### config.mk
export PLATFORM = sky130hd
export DESIGN_NAME = aes_mix_columns_iter
export DESIGN_NICKNAME = d
export VERILOG_FILES = /design/src/rtl/aes_pkg.sv /design/src/rtl/aes_mix_single_column.sv /design/src/rtl/aes_mix_columns_iter.sv
export SDC_FILE = /design/constraint.sdc
export NUM_CORES = 1
export LEC_CHECK = 0
export CAP_MARGIN = 20
export CORE_ASPECT_RATIO = 1.25
export CORE_MARGIN = 2
export CORE_UTILIZATION = 54
export DETAILED_ROUTE_END_ITERATION = 16
export DONT_BUFFER_PORTS = 1
export PLACE_DENSITY_LB_ADDON = 0.12
export SLEW_MARGIN = 20
export SYNTH_ARGS = -nofsm -noshare
export SYNTH_HDL_FRONTEND = slang
export SYNTH_SLANG_ARGS = --single-unit
export TNS_END_PERCENT = 100
### constraint.sdc
create_clock -name clk_i -period 8.4 [get_ports clk_i]
set_input_delay 0.42 -clock clk_i [delete_from_list [all_inputs] [get_ports clk_i]]
set_output_delay 0.42 -clock clk_i [all_outputs]
set_load 0.01 [all_outputs]
### src/rtl/aes_pkg.sv
// Shared AES types, FSM encodings and GF(2^8) helpers used by the
// MixColumns datapath.
package aes_pkg;

    typedef enum logic [1:0] {
        CIPH_FWD = 2'b01,
        CIPH_INV = 2'b10
    } ciph_op_e;

    // One-hot encodings so a single upset lands on an illegal value.
    typedef enum logic [2:0] {
        IDLE = 3'b001,
        BUSY = 3'b010,
        DONE = 3'b100
    } mix_iter_state_e;

    localparam int MixColCntW = 2;

    typedef logic [3:0][3:0][7:0] aes_state_t;

    function automatic logic [7:0] xtime(input logic [7:0] a);
        return {a[6:0], 1'b0} ^ (a[7] ? 8'h1b : 8'h00);
    endfunction

    // Multiply by a small constant (at most 4 bits), as MixColumns needs.
    function automatic logic [7:0] gf_mul_c(input logic [7:0] a, input logic [3:0] b);
        logic [7:0] x1;
        logic [7:0] x2;
        logic [7:0] x3;
        x1 = xtime(a);
        x2 = xtime(x1);
        x3 = xtime(x2);
        return (b[0] ? a : 8'h00) ^ (b[1] ? x1 : 8'h00) ^
               (b[2] ? x2 : 8'h00) ^ (b[3] ? x3 : 8'h00);
    endfunction

endpackage

### src/rtl/aes_mix_single_column.sv
// Combinational MixColumns / InvMixColumns on one 4-byte column.
module aes_mix_single_column
    import aes_pkg::*;
(
    input  ciph_op_e         op_i,
    input  logic [3:0][7:0]  data_i,
    output logic [3:0][7:0]  data_o
);

    logic [3:0][7:0] w_fwd;
    logic [3:0][7:0] w_inv;

    for (genvar r = 0; r < 4; r++) begin : g_row
        assign w_fwd[r] = gf_mul_c(data_i[r], 4'd2) ^ gf_mul_c(data_i[(r + 1) % 4], 4'd3) ^
                          data_i[(r + 2) % 4] ^ data_i[(r + 3) % 4];
        assign w_inv[r] = gf_mul_c(data_i[r], 4'd14) ^ gf_mul_c(data_i[(r + 1) % 4], 4'd11) ^
                          gf_mul_c(data_i[(r + 2) % 4], 4'd13) ^ gf_mul_c(data_i[(r + 3) % 4], 4'd9);
    end

    assign data_o = (op_i == CIPH_INV) ? w_inv : w_fwd;

endmodule

### src/rtl/aes_mix_columns_iter.sv
// Iterative MixColumns engine: ColsPerCycle columns are transformed in place
// each BUSY cycle; one block in flight, valid/ready on both sides.
module aes_mix_columns_iter
    import aes_pkg::*;
#(
    parameter int ColsPerCycle = 1
) (
    input  logic                   clk_i,
    input  logic                   rst_i,
    input  logic                   clear_i,
    input  logic                   in_valid_i,
    output logic                   in_ready_o,
    input  ciph_op_e               op_i,
    input  logic [3:0][3:0][7:0]   state_i,
    output logic                   out_valid_o,
    input  logic                   out_ready_i,
    output logic [3:0][3:0][7:0]   state_o,
    output logic                   err_o,
    output logic                   busy_o
);

    localparam int Latency = 4 / ColsPerCycle;
    localparam logic [MixColCntW-1:0] ColStep = MixColCntW'(ColsPerCycle);
    localparam logic [MixColCntW-1:0] LastCol = MixColCntW'((Latency - 1) * ColsPerCycle);

    if (ColsPerCycle != 1 && ColsPerCycle != 2 && ColsPerCycle != 4) begin : g_bad_param
        $fatal(1, "aes_mix_columns_iter: ColsPerCycle must be 1, 2 or 4");
    end

    mix_iter_state_e        r_fsm;
    logic [MixColCntW-1:0]  r_col_cnt;
    logic [3:0][3:0][7:0]   r_state;
    ciph_op_e               r_op;
    logic                   r_err;

    logic                   w_in_ready;
    logic                   w_op_ok;
    logic [3:0][3:0][7:0]   w_state_nxt;
    logic [3:0][7:0]        w_col_in  [ColsPerCycle];
    logic [3:0][7:0]        w_col_out [ColsPerCycle];

    for (genvar g = 0; g < ColsPerCycle; g++) begin : g_col
        for (genvar r = 0; r < 4; r++) begin : g_mux
            assign w_col_in[g][r] = r_state[r][r_col_cnt + MixColCntW'(g)];
        end
        aes_mix_single_column u_col (
            .op_i   (r_op),
            .data_i (w_col_in[g]),
            .data_o (w_col_out[g])
        );
    end

    // Groups are always aligned to ColsPerCycle, so each column maps to a fixed lane.
    for (genvar c = 0; c < 4; c++) begin : g_wb
        localparam logic [MixColCntW-1:0] Base = MixColCntW'((c / ColsPerCycle) * ColsPerCycle);
        logic w_hit;
        assign w_hit = (r_col_cnt == Base);
        for (genvar r = 0; r < 4; r++) begin : g_row
            assign w_state_nxt[r][c] = w_hit ? w_col_out[c % ColsPerCycle][r] : r_state[r][c];
        end
    end

    assign w_op_ok    = (op_i == CIPH_FWD) || (op_i == CIPH_INV);
    assign w_in_ready = (r_fsm == IDLE) && !clear_i && !rst_i;

    always_ff @(posedge clk_i or posedge rst_i) begin
        if (rst_i) begin
            r_fsm     <= IDLE;
            r_col_cnt <= '0;
            r_state   <= '0;
            r_op      <= CIPH_FWD;
            r_err     <= 1'b0;
        end else if (clear_i) begin
            r_fsm     <= IDLE;
            r_col_cnt <= '0;
            r_state   <= '0;
            r_err     <= 1'b0;
        end else begin
            case (r_fsm)
                IDLE: begin
                    if (in_valid_i && w_in_ready) begin
                        // A bad op loads zeros so the raw input never reaches state_o.
                        r_state   <= w_op_ok ? state_i : '0;
                        r_op      <= op_i;
                        r_err     <= !w_op_ok;
                        r_col_cnt <= '0;
                        r_fsm     <= BUSY;
                    end
                end
                BUSY: begin
                    r_state   <= w_state_nxt;
                    r_col_cnt <= r_col_cnt + ColStep;
                    if (r_col_cnt == LastCol) begin
                        r_fsm <= DONE;
                    end
                end
                DONE: begin
                    if (out_ready_i) begin
                        r_fsm <= IDLE;
                    end
                end
                default: begin
                    r_fsm     <= IDLE;
                    r_col_cnt <= '0;
                    r_state   <= '0;
                    r_err     <= 1'b0;
                end
            endcase
        end
    end

    assign in_ready_o  = w_in_ready;
    assign out_valid_o = (r_fsm == DONE);
    assign err_o       = out_valid_o && r_err;
    assign busy_o      = (r_fsm != IDLE);
    assign state_o     = r_state;

endmodule

==> metrics.cfg, run 1 <==
[synth]
synth_nets=1097
synth_top_area_share_pct=32.6
synth_area_leaders=dfrtp_1 (33%), xnor3_1 (11%), xnor2_1 (8.2%), a21oi_1 (5.9%), mux4_2 (4.4%)
synthDistinctLibCells=55
ys.flop_type=dfrtp_1
ys_ff_latch=136
synthArstFlopShare_pct=100
synth_edf_count=0
synth_area_um2=10300
seq_area_frac_synth_pct=33.1
syn_inst=958
avgSynthCellArea_um2=10.7
ys_warn_count=0
yosysTopAreaCell=dfrtp_1

[floorplan]
die_w_um=127
die_area_um2=20200
coreArea_um2=18700
rows=56
die_y_um=158
start_util_pct=55.0
num_io_pins=267

[detailed_routing]
wl_per_cell_um=30.0
ant_nets=0
drt_iter0_drc=849
num_vias=7978
avgViaCountPerCell=6.92
firstDrtPassIters=6
drt_wl_total_mm=34.6
drc=0

[clock_tree]
clock-sinks=136
cts_buffer_depth=2
cts_tree=yes
numCtsBuffers=17
cts-resized-gates=0
clockRootBuffer=clkbuf_16
cts_setup_buffers=0
worstSkewPairLatency_ns=0.44
cts_max_level=4
path_clk_slew_ns=0.07

[finish]
n_fill_cell=1534
finalNetCount=1047
multi_input_area_um2=6500
antennaDiodeCount=0
layout.area.seq_um2=3410
area_delta_synth_final_pct=7.03
final_area_um2=11000
layout-drive-gt1-share_pct=12.9

[min_path]
hp-class=input port to flop

[worst_setup_path]
critPathLaunchType=flop
worst-setup-path-type=flop to flop
required_ns=8.67
crit_path_max_fanout=26
cp-end-kind=flop
worstPathArrival_ns=4.54

[placement]
gp_congestion=0.950
placed_area_um2=10300
hpwlAfterDp_mm=24.9
port_buffers=0

[grt]
grt_use_total_pct=34.6
grt_pass1_wl_mm=51.3
grt-ovfl-total=0
antenna_found_initial=0
grt_max_degree=84
grt_pass1_vias=7997

[timing]
fin_tns_setup_ns=0
slew_violations=0
finalHoldViolCount=0
clock.fmax_mhz=234
fin_skew_ns=0.0114
fin_crit_ns=4.27
setup_viol=0
max_slew_margin_pct=17.3
tightestPinTransition_ns=1.24
fin_crit_sh_pct=50.8
rsz0062_at_grt=false

[power_and_ir_drop]
vdd.ir_drop.worst_v=0.000193
power.leakage_uw=0.00463
p_per_area_nw_per_um2=317

[run_status]
status=finished, final reports clean

[run]
drv_cap=0

==> power by group <==
group	total [uW]	leakage, uW	switching [uW]	internal [uW]
clock network	861	0.000316	322	539
registers	871	0.00183	134	738
logic	1760	0.00248	895	865
==> critical path: stages (launching register included) <==
cell,delay [ns]
dfrtp_2,0.55
buf_4,0.50
mux4_1,1.01
xnor3_2,0.62
xnor2_1,0.26
xnor3_1,0.45
xnor3_1,0.27
a221oi_1,0.31
o21ai_1,0.10
==> per-stage QoR <==
stage / total power, uW / util [%] / hold WS (ns) / instances / worst slack [ns]
CTS: 3460 / 58.4 / 0.0365 / 1150 / 4.16
detailed placement: 2590 / 54.8 / 0.365 / 1117 / 4.17
global placement: 2560 / 54.8 / 0.352 / 1117 / 4.25
floorplan: 2260 / - / 0.441 / 958 / 3.43
global route: 3630 / 58.8 / 0.0381 / 1153 / 3.97
finish: 3490 / 58.8 / 0.0530 / 1153 / 4.13
==> state kept, by name, summed over array words and instances, names as in the netlist <==
| register | cells |
|---|---|
| state_o | 128 |
| r_err | 1 |
| r_op | 2 |
| r_col_cnt | 2 |
| r_fsm | 3 |
==> cell usage in the layout, fill, tap and decap left out, types with 5 or more instances in the layout <==
cell type / Yosys / routed
mux4_2: 20 / 20
clkbuf_16: 0 / 17
xnor2_1: 96 / 96
mux4_1: 12 / 12
xor2_1: 24 / 24
a21oi_1: 122 / 122
xnor2_2: 12 / 12
o21ai_1: 46 / 42
dfrtp_1: 134 / 132
a2bb2oi_1: 6 / 6
a211oi_1: 49 / 49
bufinv_16: 0 / 5
o21ai_0: 43 / 43
xnor3_1: 48 / 48
xor2_2: 5 / 5
nand2b_1: 7 / 7
o21a_1: 6 / 6
nor2_1: 63 / 62
and3_1: 5 / 5
nand2_1: 88 / 88
a221oi_1: 12 / 12
xor3_1: 7 / 7
nand3_1: 5 / 5
xnor2_4: 9 / 9
buf_4: 4 / 5
==> area by class of cell <==
type	count	area share, %
flip-flops and latches	136	31.0
multi-input cells	740	59.0
repair buffers	10	1.22
clock inverters	13	1.97
clock buffers	19	4.02
well taps	232	2.64
inverters	3	0.148
==> path summary, 6_finish.rpt <==
kind / start / endpoint / slack, ns / cells past startpoint
max: r_col_cnt[0] / state_o[107] / 4.13 / 8
min: clear_i / state_o[105] / 0.05 / 1
max reg2reg: r_col_cnt[0] / state_o[107] / 4.13 / 8
min reg2reg: r_err / r_err / 0.50 / 2
max in group asynchronous: rst_i / state_o[33] / 6.72 / 3
min in group asynchronous: rst_i / state_o[105] / 0.53 / 2
==> cells by family (layout without fill, tap and decap cells) <==
logic type	count (synthesis)	count (layout)	synth area share, %
adders and majority gates	4	4	0.487
muxes	37	37	7.99
AOI/OAI and AO/OA	310	310	18.2
xor gates and xnor gates	206	206	28.6
and+or+nand+nor	183	183	7.38
buffers and inverters	82	45	4.15
DFF	136	136	33.1
==> Yosys cell counts (20+ instances only) <==
master    instances
nor2_1           63
dfrtp_1         134
xnor3_1          48
xnor2_1          96
mux4_2           20
clkbuf_1         47
xor2_1           24
o21ai_1          46
o21ai_0          43
a21oi_1         122
a211oi_1         49
nand2_1          88
==> layer usage <==
layer  GRT usage, %  share of wire, %
met5              0                 0
met3           10.6                11
met2           57.2                49
met1           43.2                37
met4           12.6               3.1
==> repair_timing <==
item,4_1_cts,5_1_grt
hold buffers,1,0
setup endpoints to repair,0,0
endpoints found under the hold margin,53,0
Power figures use the tool's default switching activity.
==> inputs of run 2 (changes only) <==
Clock period 8.4 ns to 4.2 ns, I/O delays scaled along.
==> metrics.cfg, run 2 (same netlist as run 1, synthesis figures left out) <==
[grt]
grt-ovfl-total=0
antenna_found_initial=0
grt_pass1_wl_mm=52.5
grt_use_total_pct=35.3
grt_pass1_vias=8513
grt_max_degree=88

[placement]
gp_congestion=0.916
hpwlAfterDp_mm=25.4
port_buffers=0
dp_slack_ns=0.431

[finish]
layout.area.seq_um2=3410
final_util_pct=63.8
layout-drive-gt1-share_pct=12.9
largest_reg_flops=128
area_delta_synth_final_pct=16.1
multi_input_area_um2=6470
n_fill_cell=1469
mostFrequentLayoutCell=dfrtp_1
final_cell_mix=dfrtp_1 (133), a21oi_1 (122), xnor2_1 (96), dlygate4sd3_1 (92), nand2_1 (88)
antennaDiodeCount=0
finalNetCount=1152

[timing]
setup_viol=0
fin_tns_setup_ns=0
fin_crit_ns=3.90
rsz0062_at_grt=false
fin_crit_sh_pct=93.0
final.setup.worst_slack_ns=0.295
fin_skew_ns=0.0114
clock.fmax_mhz=256
finalHoldViolCount=0
tightestPinTransition_ns=1.02
slew_violations=0
max_slew_margin_pct=31.9
holdWs_ns=0.00491

[clock_tree]
cts_hold_buf=93
cts-resized-gates=0
clockRootBuffer=clkbuf_16
worstSkewPairLatency_ns=0.43
cts_setup_buffers=0
cts_max_level=4
numCtsBuffers=17
clock-sinks=136
cts_buffer_depth=2
path_clk_slew_ns=0.07
cts_tree=yes

[floorplan]
coreArea_um2=18700
die_w_um=127
rows=56
start_util_pct=55.0
die_y_um=158
num_io_pins=267
die_area_um2=20200

[power_and_ir_drop]
power.leakage_uw=0.00504
p_per_area_nw_per_um2=575
vdd.ir_drop.worst_v=0.000376
p_total_uw=6870

[run]
drv_cap=0

[worst_setup_path]
cp-end-kind=flop
crit_path_max_fanout=13
required_ns=4.52
worst-setup-path-type=flop to flop
worstPathArrival_ns=4.22
r2r_slack_ns=0.30
critPathLaunchType=flop

[detailed_routing]
drt_wl_total_mm=35.6
wl_per_cell_um=28.3
drt_iter0_drc=938
firstDrtPassIters=5
avgViaCountPerCell=6.79
ant_nets=0
drc=0
num_vias=8540

[run_status]
status=finished, final reports clean

[min_path]
hp-class=input port to flop

run 2: cell count changes in the layout (fill, tap and decap cells not counted), sizes merged:
cell / previous run / this run
bufinv: 5 / 1
clkinv: 3 / 1
clkinvlp: 2 / 5
inv: 6 / 9
buf: 9 / 23
dlygate4sd3: 1 / 92
run 2: cell type report:
type	instances	area share, %
Clock buffer	19	3.79
Sequential cell	136	28.5
Multi-Input combinational cell	740	54.2
Clock inverter	13	1.11
Timing Repair Buffer	115	9.78
Tap cell	232	2.43
Inverter	3	0.126
run 2: critical path, cell delays in order (launching register included):
cell and delay, ns:
dfrtp_1 0.39, buf_4 0.29, mux4_1 0.86, xnor2_1 0.68
xor3_1 0.49, xnor3_1 0.19, o22ai_1 0.52, a21oi_1 0.13
o21ai_0 0.24
run 2: path summary, 6_finish.rpt:
kind | from | endpoint | cells after the start
worst max-delay path | r_col_cnt[1] | state_o[49] | 8
worst min-delay path | state_i[16] | state_o[16] | 2
worst max register to register | r_col_cnt[1] | state_o[49] | 8
worst min register to register | r_err | r_err | 2
max in group asynchronous | rst_i | r_col_cnt[0] | 4
min in group asynchronous | rst_i | r_err | 3
run 2: stage by stage:
step,cells,cell area [um^2]
final,1258,11900
after global routing,1258,11900
after CTS,1257,11900
after global placement,1132,10400
after detailed placement,1132,10400
after floorplan,958,10300
run 2: report_power, final:
group / internal [uW] / total [uW] / switching [uW] / leakage (uW)
registers: 1470 / 1740 / 266 / 0.00183
clock network: 862 / 1520 / 654 / 0.000276
logic: 1800 / 3610 / 1810 / 0.00293
total: 4130 / 6870 / 2730 / 0.00504
run 2: routing by layer:
metal,GRT usage [%],vias to the layer above,share of wire (%)
met5,0,-,0
met4,14.5,0,4.2
met3,9.27,114,11
met2,58.6,625,49
met1,44.1,4241,36
li1,-,3560,-
==> inputs of run 3 (changes only) <==
Clock period 4.2 ns to 3.9 ns, I/O delays scaled along.
==> metrics.cfg, run 3 (same netlist as run 1, synthesis figures left out) <==
[run_status]
status=finished, final reports clean

[power_and_ir_drop]
vdd.ir_drop.worst_v=0.000405
p_total_uw=7430
power.leakage_uw=0.00517
p_per_area_nw_per_um2=610

[placement]
hpwlAfterDp_mm=25.5
gp_congestion=0.950
placed_area_um2=10500
port_buffers=0

[run]
drv_cap=0

[grt]
grt_pass1_vias=8730
antenna_found_initial=1
grt_use_total_pct=35.2
grt-ovfl-total=0
grt_pass1_wl_mm=53.1
grt_max_degree=85

[timing]
finalHoldViolCount=0
fin_tns_setup_ns=0
slew_violations=0
rsz0062_at_grt=false
fin_crit_ns=3.75
tightestPinTransition_ns=0.963
fin_crit_sh_pct=96.1
clock.fmax_mhz=267
setup_viol=0
holdWs_ns=0.00710
max_slew_margin_pct=35.7
fin_skew_ns=0.0142

[clock_tree]
cts_buffer_depth=2
cts_tree=yes
clockRootBuffer=clkbuf_16
path_clk_slew_ns=0.07
clock-sinks=136
numCtsBuffers=17
cts_max_level=4
worstSkewPairLatency_ns=0.42

[worst_setup_path]
cp_top_family=multiplexers
critPathLaunchType=flop
crit_chain=buf_4 > mux4_1 > xor2_2 > buf_4 > xnor3_1 > or3_1 > a21oi_1 > a21oi_1 > o21ai_0
crit_path_top_delay_cell=mux4_1
required_ns=4.22
worst-path-stages=9
crit_buf_inv=2
worst-setup-path-type=flop to flop
worstPathArrival_ns=4.07
cp-end-kind=flop
rr_worst_depth=9
cp_slowest_stage_delay_ns=0.83
crit_path_max_fanout=10

[detailed_routing]
drt_iter0_drc=943
m1WireLength_mm=13.3
wl_per_cell_um=27.6
ant_nets=0
firstDrtPassIters=6
wl_met2_mm=17.7
num_vias=8559
avgViaCountPerCell=6.64
met3_length_mm=3.12
drt_wl_total_mm=35.5
drc=0
top_layer_used=met4

[finish]
n_fill_cell=1475
area_delta_synth_final_pct=18.4
final_area_um2=12200
layout-drive-gt1-share_pct=13.4
mostFrequentLayoutCell=dfrtp_1
final_cell_mix=dfrtp_1 (133), a21oi_1 (122), dlygate4sd3_1 (110), xnor2_1 (96), nand2_1 (88)
finalNetCount=1182
largest_reg_flops=128

[min_path]
min_path_cells=2
hp-class=input port to flop

[floorplan]
die_area_um2=20200
die_y_um=158
rows=56
die_w_um=127
num_io_pins=267
coreArea_um2=18700
start_util_pct=55.0

[run 3: cell count changes in the layout (fill, tap and decap cells not counted), sizes merged]
| cell | delta |
|---|---|
| buf | +12 |
| clkbuf | +1 |
| clkinvlp | -3 |
| dlygate4sd3 | +18 |
| clkinv | +3 |
| bufinv | +1 |
| diode | +1 |
| inv | -2 |
[run 3: worst paths after layout]
kind | startpoint | end | slack, ns
max in group asynchronous | rst_i | state_o[86] | 2.16
min in group asynchronous | rst_i | state_o[125] | 0.51
worst max register to register | r_col_cnt[0] | state_o[32] | 0.15
worst min-delay path | state_i[30] | state_o[30] | 0.007
worst min register to register | r_err | r_err | 0.48
worst max-delay path | r_col_cnt[0] | state_o[32] | 0.15
[run 3: worst reg2reg max path, delay by kind of cell (launching register included)]
kind / cells / cell delay [ns]
AOI/OAI and AO/OA: 3 / 0.73
and+or+nand+nor: 1 / 0.37
xor gates and xnor gates: 2 / 0.71
muxes: 1 / 0.83
DFF: 1 / 0.57
buffers and inverters: 2 / 0.44
[run 3: through the flow]
step                std cells  util [%]  setup WS (ns)
CTS                      1288      65.1          0.307
finish                   1289      65.1          0.153
floorplan                 958         -         0.0231
global route             1289      65.1         0.0247
detailed placement       1145      56.0          0.316
global placement         1145      56.0          0.348
[run 3: repair_timing]
item | 4_1_cts | 5_1_grt
hold endpoints to repair | 179 | 0
hold buffers | 111 | 0
buffers inserted | 0 | 0
gates resized for setup | 0 | 0
[run 3: layout make-up]
| cell class | count | area (um^2) | area share, % |
|---|---|---|---|
| multi-input combinational | 740 | 6470 | 53.2 |
| sequential | 136 | 3410 | 28.0 |
| timing repair buffer | 145 | 1410 | 11.5 |
| clock buffer | 20 | 447 | 3.67 |
| tap | 232 | 290 | 2.38 |
| clock inverter | 12 | 139 | 1.14 |
| inverter | 3 | 15.0 | 0.123 |
| antenna | 1 | 2.50 | 0.0205 |
[run 3: per-layer routing]
layer | up-vias | global-route usage (%)
met5 | - | 0
met4 | 0 | 14.4
met3 | 125 | 8.67
met2 | 566 | 58.5
met1 | 4259 | 44.4
li1 | 3609 | -
[run 3: report_power, final]
part	total [uW]	switching, uW	internal [uW]
Clock	1620	654	969
Combinational	3930	1970	1960
Sequential	1880	286	1590
